File: src/rtl/rf_write_arbiter.sv
// rf_write_arbiter: round-robin owner of the single register-file write port.
// Optional feature: define WARB_LOCK_EN to add req_lock (back-to-back locked writes).
module rf_write_arbiter #(
   parameter int NUM_REQ = 3,
   parameter int ADDR_W  = 3,
   parameter int DATA_W  = 16
) (
   input  logic                      clk,
   input  logic                      nRESET,
   input  logic [NUM_REQ-1:0]        req,
   input  logic [NUM_REQ*ADDR_W-1:0] req_addr,
   input  logic [NUM_REQ*DATA_W-1:0] req_data,
`ifdef WARB_LOCK_EN
   input  logic [NUM_REQ-1:0]        req_lock,
`endif
   output logic [NUM_REQ-1:0]        gnt,
   output logic                      rf_write_enable,
   output logic [ADDR_W-1:0]         rf_write_addr,
   output logic [DATA_W-1:0]         rf_write_data,
   output logic [15:0]               wr_count
);

   localparam int PTR_W = (NUM_REQ > 1) ? $clog2(NUM_REQ) : 1;
   localparam logic [PTR_W-1:0] LAST_RST = PTR_W'(NUM_REQ - 1);

   logic [NUM_REQ-1:0] gnt_q, gnt_d;
   logic               we_q, we_d;
   logic [ADDR_W-1:0]  addr_q, addr_d;
   logic [DATA_W-1:0]  data_q, data_d;
   logic [15:0]        cnt_q, cnt_d;
   logic [PTR_W-1:0]   last_q, last_d;

   logic [NUM_REQ-1:0] elig_s;
   logic [PTR_W:0]     pick_s;
   logic               lock_s;
   logic               hit_s;
   logic [PTR_W-1:0]   win_s;

   // First eligible index after 'last', wrapping; MSB of the result flags a hit.
   function automatic logic [PTR_W:0] rr_pick(input logic [NUM_REQ-1:0] elig,
                                              input logic [PTR_W-1:0]   last);
      logic [PTR_W:0]   pick;
      logic [PTR_W-1:0] idx;
      pick = '0;
      for (int k = NUM_REQ; k >= 1; k--) begin
         idx = PTR_W'((int'(last) + k) % NUM_REQ);
         if (elig[idx]) begin
            pick = {1'b1, idx};
         end else begin
            pick = pick;
         end
      end
      return pick;
   endfunction

   function automatic logic [NUM_REQ-1:0] onehot(input logic [PTR_W-1:0] idx);
      logic [NUM_REQ-1:0] oh;
      oh      = '0;
      oh[idx] = 1'b1;
      return oh;
   endfunction

`ifdef WARB_LOCK_EN
   // A lock only persists while the locked requester won the previous cycle.
   assign lock_s = req_lock[last_q] & req[last_q] & gnt_q[last_q];
`else
   assign lock_s = 1'b0;
`endif

   // Winner selection and next write command.
   always_comb begin
      elig_s = req & ~gnt_q;
      pick_s = rr_pick(elig_s, last_q);
      gnt_d  = '0;
      we_d   = 1'b0;
      addr_d = addr_q;
      data_d = data_q;
      cnt_d  = cnt_q;
      last_d = last_q;
      if (lock_s) begin
         hit_s = 1'b1;
         win_s = last_q;
      end else begin
         hit_s = pick_s[PTR_W];
         win_s = pick_s[PTR_W-1:0];
      end
      if (hit_s) begin
         gnt_d  = onehot(win_s);
         we_d   = 1'b1;
         addr_d = req_addr[int'(win_s)*ADDR_W +: ADDR_W];
         data_d = req_data[int'(win_s)*DATA_W +: DATA_W];
         last_d = win_s;
         cnt_d  = (cnt_q == 16'hFFFF) ? cnt_q : cnt_q + 16'd1;
      end else begin
         gnt_d  = '0;
         we_d   = 1'b0;
      end
   end

   // Registered write command, pointer and counter.
   always_ff @(posedge clk or negedge nRESET) begin
      if (!nRESET) begin
         gnt_q  <= '0;
         we_q   <= 1'b0;
         addr_q <= '0;
         data_q <= '0;
         cnt_q  <= 16'd0;
         last_q <= LAST_RST;
      end else begin
         gnt_q  <= gnt_d;
         we_q   <= we_d;
         addr_q <= addr_d;
         data_q <= data_d;
         cnt_q  <= cnt_d;
         last_q <= last_d;
      end
   end

   assign gnt             = gnt_q;
   assign rf_write_enable = we_q;
   assign rf_write_addr   = addr_q;
   assign rf_write_data   = data_q;
   assign wr_count        = cnt_q;

endmodule

File: config.mk
export PLATFORM = sky130hd
export DESIGN_NAME = rf_write_arbiter
export DESIGN_NICKNAME = d
export VERILOG_FILES = /design/src/rtl/rf_write_arbiter.sv
export SDC_FILE = /design/constraint.sdc
export NUM_CORES = 1
export LEC_CHECK = 0
export ABC_AREA = 1
export ABC_CLOCK_PERIOD_IN_PS = 1740
export CORE_AREA = 10 10 107 109
export CTS_CLUSTER_DIAMETER = 60
export CTS_CLUSTER_SIZE = 30
export DETAILED_ROUTE_END_ITERATION = 10
export DIE_AREA = 0 0 117 119
export MAX_ROUTING_LAYER = met4
export SETUP_SLACK_MARGIN = 0.1
export SKIP_LAST_GASP = 1
export SLEW_MARGIN = 20
export SYNTH_ARGS = -nofsm -noshare
export SYNTH_HDL_FRONTEND = slang
export SYNTH_SLANG_ARGS = --single-unit
export TNS_END_PERCENT = 100
File: constraint.sdc
create_clock -name clk -period 1.74 [get_ports clk]
set_input_delay 0.261 -clock clk [delete_from_list [all_inputs] [get_ports clk]]
set_output_delay 0.261 -clock clk [all_outputs]
set_load 0.005 [all_outputs]
# --- Word-level counts from Yosys, hierarchy flattened ---
# Index checks and enable logic that the tools add are counted.
op_classes:
  eq_ne: 1
  n_mux: 13
  add_sub_neg: 4
  n_shift: 2
  bitwise: 3
  n_reduce_logical: 2
  div: 3
  magnitude_cmp: 5
  mul: 1
ops:
  columns: ["operator", "n"]
  rows:
  - ["$mod 32x3->32 const B", 3]
  - ["$shiftx 48x7->16", 1]
  - ["$add 16x1->16 const B", 1]
  - ["$eq 16x16->1 const B", 1]
  - ["$lt 2x3->1 const B", 4]
  - ["$mux 3", 4]
  - ["$shiftx 9x5->3", 1]
  - ["$add 2x2->3 const B", 2]
  - ["$bmux 1 s2", 3]
  - ["$mux 1", 5]
  - ["$mul 2x2->4 const B", 1]
  - ["$add 2x1->3 const B", 1]
  - ["$and 3x3->3", 1]
  - ["$not 3->3", 1]
  - ["$demux 1 s2", 1]
  - ["$ge 2x1->1 const B", 1]
  - ["$reduce_and 2->1", 1]
  - ["$logic_and 1x1->1", 1]
  - ["$not 1->1", 1]
word_totals:
  inputBits: 62
  out_inout_bits: 39
  elab_cells: 40
  regBits: 41

# --- Logic depth before layout (Yosys ltp) ---
# Gate-level depths: netlist of the first run.
logic_depth:
  depth_word: 12
  mapped_depth: 14
  mapped_depth_nobuf: 13

# --- Least setup slack after synthesis of the first run ---
# No wires, ideal clock.
synth_path:
  path_kind: "register to register"
  startpoint: "register last_q[1]"
  endpoint: "register addr_q[0] (netlist: rf_write_addr[0])"
  setup_slack_ns: -0.177
  setup_ns: 0.121
  required_ns: 1.619
  arrival_ns: 1.796
  synth_period_minus_slack_ns: 1.917
  n_path_buf: 1
  stages_incl_launch_ff: 11
  cell_sequence: "dfstp_2 -> ha_1 -> inv_2 -> nand3_2 -> nand3_1 -> nand3_1 -> nand2_4 -> buf_2 -> nand2_1 -> nand3_1 -> a21oi_1"
synth_via:
  elab_chain_cells: 9
  elab_cells_between_ends: 17
  classes_between: "add/sub: 3; mul: 1; div: 3; shift: 1; mux: 9"
synth_lines:
  columns: ["element", "line_no", "rtl"]
  rows:
  - ["start, declared", "31", "logic [PTR_W-1:0] last_q, last_d;"]
  - ["start signal, assigned", "115", "last_q <= last_d;"]
  - ["$add 2x2->3", "46", "idx = PTR_W'((int'(last) + k) % NUM_REQ);"]
  - ["$mod 32x3->32", "46", null]
  - ["$bmux 1 s2", "47", "if (elig[idx]) begin"]
  - ["$mux 1 (not written as such)", "47", null]
  - ["$mux 3 (2 in a row)", "47", null]
  - ["$mux 3 *", "47", null]
  - ["$mul 2x2->4", "90", "addr_d = req_addr[int'(win_s)*ADDR_W +: ADDR_W];"]
  - ["$shiftx 9x5->3", "90", null]
  - ["end signal, assigned", "112", "addr_q <= addr_d;"]
  - ["end, declared", "28", "logic [ADDR_W-1:0] addr_q, addr_d;"]
# Every way passes the cells marked *; elsewhere a longest branch is shown, timed or not. The select of a mux whose other input is x is not followed.
# A chain may end at the register's enable or synchronous reset.

# --- Final worst setup path of the first run ---
layout_path:
  startpoint: "register last_q[1]"
  endpoint: "register cnt_q[13] (netlist: wr_count[13])"
layout_via:
  elab_chain_cells: 8
  elab_cells_between_ends: 16
  classes_between: "add/sub: 3; div: 3; mux: 9; reduce/logical: 1"
layout_lines:
  columns: ["element", "line_no", "rtl"]
  rows:
  - ["$add 2x2->3", "46", null]
  - ["$mod 32x3->32", "46", null]
  - ["$bmux 1 s2", "47", null]
  - ["$mux 1 (not written as such)", "47", null]
  - ["$mux 3 (2 in a row)", "47", null]
  - ["$mux 3 *", "47", null]
  - ["$reduce_and 2->1 (no source line) *", null, null]
  - ["end signal, assigned", "114", "cnt_q <= cnt_d;"]
  - ["end, declared", "30", "logic [15:0] cnt_q, cnt_d;"]
# Marks and branches as above.

==> metrics.md, run 1 <==
| Metric | Value |
|---|---|
| Slew Limit Fails | `0` |
| HP Class | `in -> async` |
| Post-Syn Instances | `369` |
| Tmin final | `1.91 ns` |
| Post-DP Area | `4080 sq um` |
| Synth warn | `0` |
| Critical path's slowest cell | `dfstp_2` |
| Area leader, netlist | `dfrtp_1` |
| Drt pass-1 iters | `4` |
| Clock latency on the worst-skew pair | `0.29 ns` |
| Flop pwr share | `between 15 and 20%` |
| Worst slew margin | `66.3%` |
| Wire length per cell | `14.9 microns` |
| Tcrit/Tclk final | `110%` |
| Worst-path clk slew | `0.09 ns` |
| Routability cong. | `0.840` |
| Worst Setup Start Kind | `register` |
| Die area | `13900 sq um` |
| Main synth FF type | `dfrtp_1` |
| Core Box Area | `9460 sq um` |
| Arrival time at the worst endpoint | `2.13 ns` |
| LEAKAGE | `between 0.002 and 0.0025 uW` |
| Main area contributors after synthesis | `dfrtp_1 (38%), nand2_1 (16%), inv_1 (8.8%), nand3_1 (8.5%), xor2_1 (3.0%)` |
| # DRC | `0` |
| WL final | `between 9 and 10 mm` |
| Row cnt | `36` |
| Synthesized cell area | `between 2000 and 3000 sq um` |
| Initial DRC Count | `between 100 and 150` |
| CTS tree | `done` |
| Die Y | `119 microns` |
| PnR worst setup slack | `-0.173 ns` |
| Vias | `~2800` |
| Via/cell ratio | `4.52` |
| PD cells | `2220 nW/um^2` |
| Layout Area Growth over Synthesis | `69.6%` |
| Fill count | `930` |
| All-layer global routing usage | `between 10% and 20%` |
| Clock Sinks | `41` |
| Starting density of the core | `~28%` |
| Crit path kind | `reg -> reg` |
| Distinct cells, synth | `32` |
| Number of buffers and inverters on the critical path | `4` |
| Status | `finished, violations left` |
| Mapped Nets | `434` |
| HPWL Detailed | `~7.1 mm` |
| Ports | `101` |
| Critical Path RT | `1.96 ns` |
| Psw | `4590 uW` |
| Antenna violations before repair | `0` |
| Fin Clk Skew | `0.00908 ns` |
| Clock share of power | `8.2%` |
| H-tree depth | `2` |
| Post-synth EDFFs | `0` |
| Antenna Nets Post-Route | `0` |
| Worst-case clock buffer depth | `2` |
| Vias in the first global route | `2970` |
| Yosys reg bits | `41` |
| Max Fanout on Critical Path | `8` |
| Post-synth ARST share | `100%` |
| Final Instance Area | `4480 sq um` |
| Max IR drop VDD | `803 uV` |
| Least-Margin Pin Slew | `0.506 ns` |
| Maximum clock frequency | `approximately 520 MHz` |
| P_int | `approximately 5400 uW` |
| Clock root buffer | `clkbuf_8` |
| GRT overflow | `0` |
| Ant diodes | `0` |
| Layout cells sized above 1 | `23.7%` |
| Nets@finish | `570` |
| Die Wd | `117 microns` |
| Final hold violations | `0` |
| Port buffer count | `100` |
| Avg Inst Size Synth | `about 7.2 sq um` |
| CP endpoint kind | `register` |
| MaxCap Viol Count | `0` |
| CP max stage delay | `0.58 ns` |
| CP delay by family, top | `flip-flops` |
| Num CTS Buffers | `5` |
| Failing checks | `setup timing` |
| Sequential share of the synthesized area | `38.9%` |
| Switching share of total power | `46.2%` |
| Unrepaired setup endpoints after global routing | `true` |
| Final setup vio count | `39` |
| CP cell instances | `inv_2, ha_4, inv_6, nand2_2, a21oi_4, nand3_4, buf_12, nand2_8, buf_8, nand2_1, o21ai_1` |
| Combinational power share | `74.7%` |
| Global-route wire length before repair | `~15 mm` |
| TNS Setup | `-4.86 ns` |
| Largest net degree at the start of global routing | `23` |
| Synth top area share | `around 38%` |
area by class of cell:
cell class,count,area [sq um],area share [%]
timing repair buffer,138,1340,30.0
timing repair inverter,2,13.8,0.307
tap,114,143,3.19
clock buffer,6,82.6,1.84
inverter,67,280,6.26
clock inverter,2,37.5,0.838
multi-input combinational,250,1550,34.6
sequential,41,1030,23.0
power groups by stage:
stage               Combinational, uW  Clock (uW)  Sequential (uW)
floorplan                        3770           0             1720
global placement                 6200           0             1700
detailed placement               6310           0             1700
CTS                              6910         836             1690
global route                     8200         863             1740
finish                           7430         816             1700
cell usage after synthesis (3+ instances only):
master    count
xnor2_1       3
o21ai_0       3
ha_1          3
nand4_1       8
nor3_1        8
nand2_2       5
a21oi_1      12
buf_2         7
o21ai_1       3
nand2_1     114
inv_1        62
nand3_1      45
nor2_1       12
nand3b_1      9
xor2_1        9
dfrtp_1      40
inv_2         4
o21ai_2       3
flip-flops by register name (all words and copies together), names as in the netlist:
signal / cells
wr_count: 16
gnt: 3
rf_write_addr: 3
rf_write_data: 16
rf_write_enable: 1
last_q: 2
cells by family after synthesis:
logic type	synth area share [%]
simple gates	38.9
buf+inv	12.4
flops	38.9
compound gates	4.41
xor+xnor	3.98
fa+ha+maj	1.42
worst register-to-register path: stages, from the launching register on:
cell and delay, ns:
dfstp_2 0.58, inv_2 0.05, ha_4 0.18, inv_6 0.08
nand2_2 0.07, a21oi_4 0.16, nand3_4 0.17, buf_12 0.19
nand2_8 0.10, buf_8 0.13, nand2_1 0.05, o21ai_1 0.08
worst paths after layout:
check	start	to	slack [ns]	cells past startpoint
worst min register to register	rf_write_data[9]	rf_write_data[9]	0.53	2
max in group asynchronous	nRESET	last_q[1]	0.66	3
worst min-delay path	nRESET	wr_count[12]	0.47	2
min in group clk	rf_write_data[9]	rf_write_data[9]	0.53	2
worst max-delay path	last_q[1]	wr_count[13]	-0.17	11
worst max register to register	last_q[1]	wr_count[13]	-0.17	11
layer usage:
layer	vias up	track usage (%)	wire [microns]	share of wire [%]
met2	61	22.5	4680	51
met5	-	-	0	0
met3	2	2.86	490	5.3
met1	1315	16.4	4020	44
li1	1424	-	-	-
met4	0	2.78	48	0.52
placed cells by master (no fill, tap or decap), types with 3 or more instances in the layout:
master            n
dfrtp_1          39
nand3_2           7
clkinvlp_4        3
inv_2             4
o21ai_1           4
xor2_1            9
buf_12            3
nand4_1           8
nand3_1          35
clkbuf_8          6
nand2_1          95
nand3_4           6
clkdlybuf4s50_1  99
buf_4            29
buf_6             4
a21oi_2           8
nand2_4           9
xnor2_1           3
nor3_1            8
a21oi_1           3
nand3b_1          9
inv_1            58
o21ai_2           3
nand2_2          16
nor2_1           11
timing repair:
item,in CTS,in global routing
setup endpoints to repair,40,41
pin swaps,9,18
hold buffers,1,0
gates cloned,2,0
buffers inserted,2,3
resized for setup,29,28
hold endpoints to repair,20,0
metrics by stage:
| step | util [%] | hold WS (ns) | setup slack [ns] | instances | total power (uW) |
|---|---|---|---|---|---|
| 5_1_grt | 47.3 | 0.525 | -0.274 | 620 | 10800 |
| 3_3_place_gp | 43.1 | 0.271 | -0.170 | 604 | 7900 |
| 6_report | 47.3 | 0.473 | -0.173 | 620 | 9940 |
| 4_1_cts | 45.9 | 0.493 | -0.154 | 617 | 9430 |
| 2_1_floorplan | - | -0.0346 | 0.00645 | 369 | 5490 |
| 3_5_place_dp | 43.1 | 0.268 | -0.228 | 604 | 8010 |
No activity file was read; power rests on OpenSTA's default activity.
==> run 2, diff against run 1 <==
--- a/config.mk
+++ b/config.mk
@@ -7,11 +7,11 @@
 export LEC_CHECK = 0
 export ABC_AREA = 1
 export ABC_CLOCK_PERIOD_IN_PS = 1740
-export CORE_AREA = 10 10 107 109
+export CORE_AREA = 10 10 135 87
 export CTS_CLUSTER_DIAMETER = 60
 export CTS_CLUSTER_SIZE = 30
 export DETAILED_ROUTE_END_ITERATION = 10
-export DIE_AREA = 0 0 117 119
+export DIE_AREA = 0 0 145 97
 export MAX_ROUTING_LAYER = met4
 export SETUP_SLACK_MARGIN = 0.1
 export SKIP_LAST_GASP = 1
==> run 2 against run 1 <==
Against the previous run: the run still ends with setup timing left; cell count rose by 1.9%; register-to-register slack got worse by 0.03 ns; critical path depth did not move; first-iteration DRC count rose by 63%; total power fell by 0.28%; global-route usage fell by 0.61 points; cell area rose by 0.89%; sequential share of layout area fell by 0.20 points; setup slack got worse by 0.027 ns; fmax fell by 1.4%; die area rose by 1.0%; critical endpoint is now wr_count[0].
==> metrics.md, run 2 (synthesized netlist as in run 1, its figures left out) <==
| Metric | Value |
|---|---|
| Die area | `14100 sq um (+1.0%)` |
| PD cells | `2190 nW/um^2 (-1.2%)` |
| Tmin final | `1.94 ns (+0.0274 ns)` |
| Largest net degree at the start of global routing | `22 (-4.3%)` |
| Layout cells sized above 1 | `21.5% (-2.2 points)` |
| DR top layer | `met4` |
| Routability cong. | `0.914 (+8.9%)` |
| All-layer global routing usage | `12.9% (-0.61 points)` |
| Ports | `101 (unchanged)` |
| Port buffer count | `100 (unchanged)` |
| Status | `finished, violations left` |
| Fin Clk Skew | `0.00874 ns (-0.000334 ns)` |
| Arrival time at the worst endpoint | `2.10 ns (-0.03 ns)` |
| Antenna Nets Post-Route | `0 (unchanged)` |
| Maximum clock frequency | `515 MHz (-1.4%)` |
| Clock root buffer | `clkbuf_16` |
| HPWL Detailed | `7.17 mm (+1.7%)` |
| Worst slew margin | `74.2% (+7.9 points)` |
| MaxCap Viol Count | `0 (unchanged)` |
| Worst Setup Start Kind | `register` |
| Initial DRC Count | `176 (+63%)` |
| Layout Area Growth over Synthesis | `71.1%` |
| Drt pass-1 iters | `4 (unchanged)` |
| # DRC | `0 (unchanged)` |
| Nets@finish | `566 (-0.70%)` |
| PnR worst setup slack | `-0.201 ns (-0.0274 ns)` |
| Metal3 WL | `393 microns (-20%)` |
| Fill count | `895 (-3.8%)` |
| Slew Limit Fails | `0 (unchanged)` |
| Via/cell ratio | `4.42 (-2.2%)` |
| Tcrit/Tclk final | `112% (+1.6 points)` |
| Max Fanout on Critical Path | `8 (unchanged)` |
| HP Class | `in -> async` |
| Most frequent cells in the layout | `nand2_1 (99), clkdlybuf4s50_1 (99), inv_1 (58), dfrtp_1 (39), nand3_1 (38)` |
| Unrepaired setup endpoints after global routing | `true` |
| Num CTS Buffers | `5 (unchanged)` |
| Clock latency on the worst-skew pair | `0.28 ns (about the same)` |
| CP endpoint kind | `register` |
| Final Util | `49.4% (+2.0 points)` |
| GRT overflow | `0 (unchanged)` |
| H-tree depth | `2 (unchanged)` |
| Vias | `2792 (-0.36%)` |
| Worst-path clk slew | `0.06 ns (-0.03 ns)` |
| WL final | `9.16 mm (-0.83%)` |
| Global-route wire length before repair | `14.8 mm (-0.88%)` |
| Starting density of the core | `28.8% (+0.93 points)` |
| CTS tree | `done` |
| Die Y | `97 microns (-18%)` |
| Core Box Area | `9160 sq um (-3.2%)` |
| Crit path kind | `reg -> reg` |
| Least-Margin Pin Slew | `0.384 ns (-0.123 ns)` |
| Critical Path RT | `1.89 ns (-0.07 ns)` |
| Final hold violations | `0 (unchanged)` |
| LEAKAGE | `0.00214 uW (+0.77%)` |
| R2r setup slk | `-0.20 ns (-0.03 ns)` |
| Row cnt | `27 (-25%)` |
| Antenna violations before repair | `0 (unchanged)` |
| Wl on met1 | `4.85 mm (+21%)` |
| Pwr Total | `9920 uW (-0.28%)` |
| Ant diodes | `0 (unchanged)` |
| Clock Sinks | `41 (unchanged)` |
| Die Wd | `145 microns (+24%)` |
| Max IR drop VDD | `901 uV (+12%)` |
| Failing checks | `setup timing` |
| Worst-case clock buffer depth | `2 (unchanged)` |
| Met2 Wirelength | `3.86 mm (-17%)` |
| Vias in the first global route | `2801 (-5.7%)` |
| Reg2reg path depth | `11 (unchanged)` |
| Final setup vio count | `37 (-5.1%)` |
| Wire length per cell | `14.5 microns (-2.7%)` |
[run 2: worst paths after layout]
path                                   start                end
min in group clk           rf_write_data[12]  rf_write_data[12]
setup / recovery                   last_q[1]        wr_count[0]
setup reg to reg                   last_q[1]        wr_count[0]
hold reg to reg            rf_write_data[12]  rf_write_data[12]
max in group asynchronous             nRESET        wr_count[0]
hold / removal                        nRESET   rf_write_data[9]
[run 2: cell type report]
type / count / area [sq um] / share of cell area [%]
Timing Repair Buffer: 134 / 1330 / 29.4
Multi-Input combinational cell: 250 / 1520 / 33.7
Sequential cell: 41 / 1030 / 22.8
Tap cell: 130 / 163 / 3.60
Clock buffer: 6 / 139 / 3.07
Clock inverter: 2 / 37.5 / 0.831
Timing Repair inverter: 2 / 16.3 / 0.360
Inverter: 67 / 285 / 6.31
[run 2: where the power goes]
part	internal, uW	switching (uW)	total [uW]
registers	1430	267	1690
logic	3280	3860	7140
clock network	716	370	1090
[run 2: repair_timing]
item / CTS / global route
cloned: 1 / 1
hold endpoints to repair: 11 / 0
gates resized for setup: 23 / 30
hold buffers: 1 / 0
buffers inserted: 2 / 0
endpoints found under the setup margin: 40 / 41
pin swaps: 13 / 18
[run 2: through the flow]
stage | TNS, ns | instances | setup WS, ns | hold slack [ns] | cell area, sq um
after floorplan | 0 | 369 | 0.00645 | -0.0346 | 2770
after global placement | -5.21 | 619 | -0.195 | 0.198 | 4090
after detailed placement | -6.38 | 619 | -0.232 | 0.189 | 4090
after CTS | -4.93 | 631 | -0.162 | 0.445 | 4380
after global routing | -8.22 | 632 | -0.275 | 0.477 | 4520
final | -4.56 | 632 | -0.201 | 0.439 | 4520
[run 2: critical path, cell delays in order, from the launching register on]
cell	delay, ns
dfstp_2	0.58
inv_2	0.06
ha_4	0.18
inv_6	0.08
nand2_4	0.05
nor2_4	0.16
a21oi_4	0.05
nand3_4	0.15
buf_12	0.13
nand2_8	0.08
buf_12	0.15
xnor2_2	0.13
[run 2: per-layer routing]
metal,GRT usage [%],vias up
li1,-,1417
met1,18.3,1284
met2,18.6,87
met3,2.65,4
met4,2.25,0
met5,-,-
==> run 3, diff against run 2 <==
--- a/config.mk
+++ b/config.mk
@@ -6,7 +6,6 @@
 export NUM_CORES = 1
 export LEC_CHECK = 0
 export ABC_AREA = 1
-export ABC_CLOCK_PERIOD_IN_PS = 1740
 export CORE_AREA = 10 10 135 87
 export CTS_CLUSTER_DIAMETER = 60
 export CTS_CLUSTER_SIZE = 30
==> results of run 3 <==
The final DEF is identical to that of run 2; final timing and power are the same.
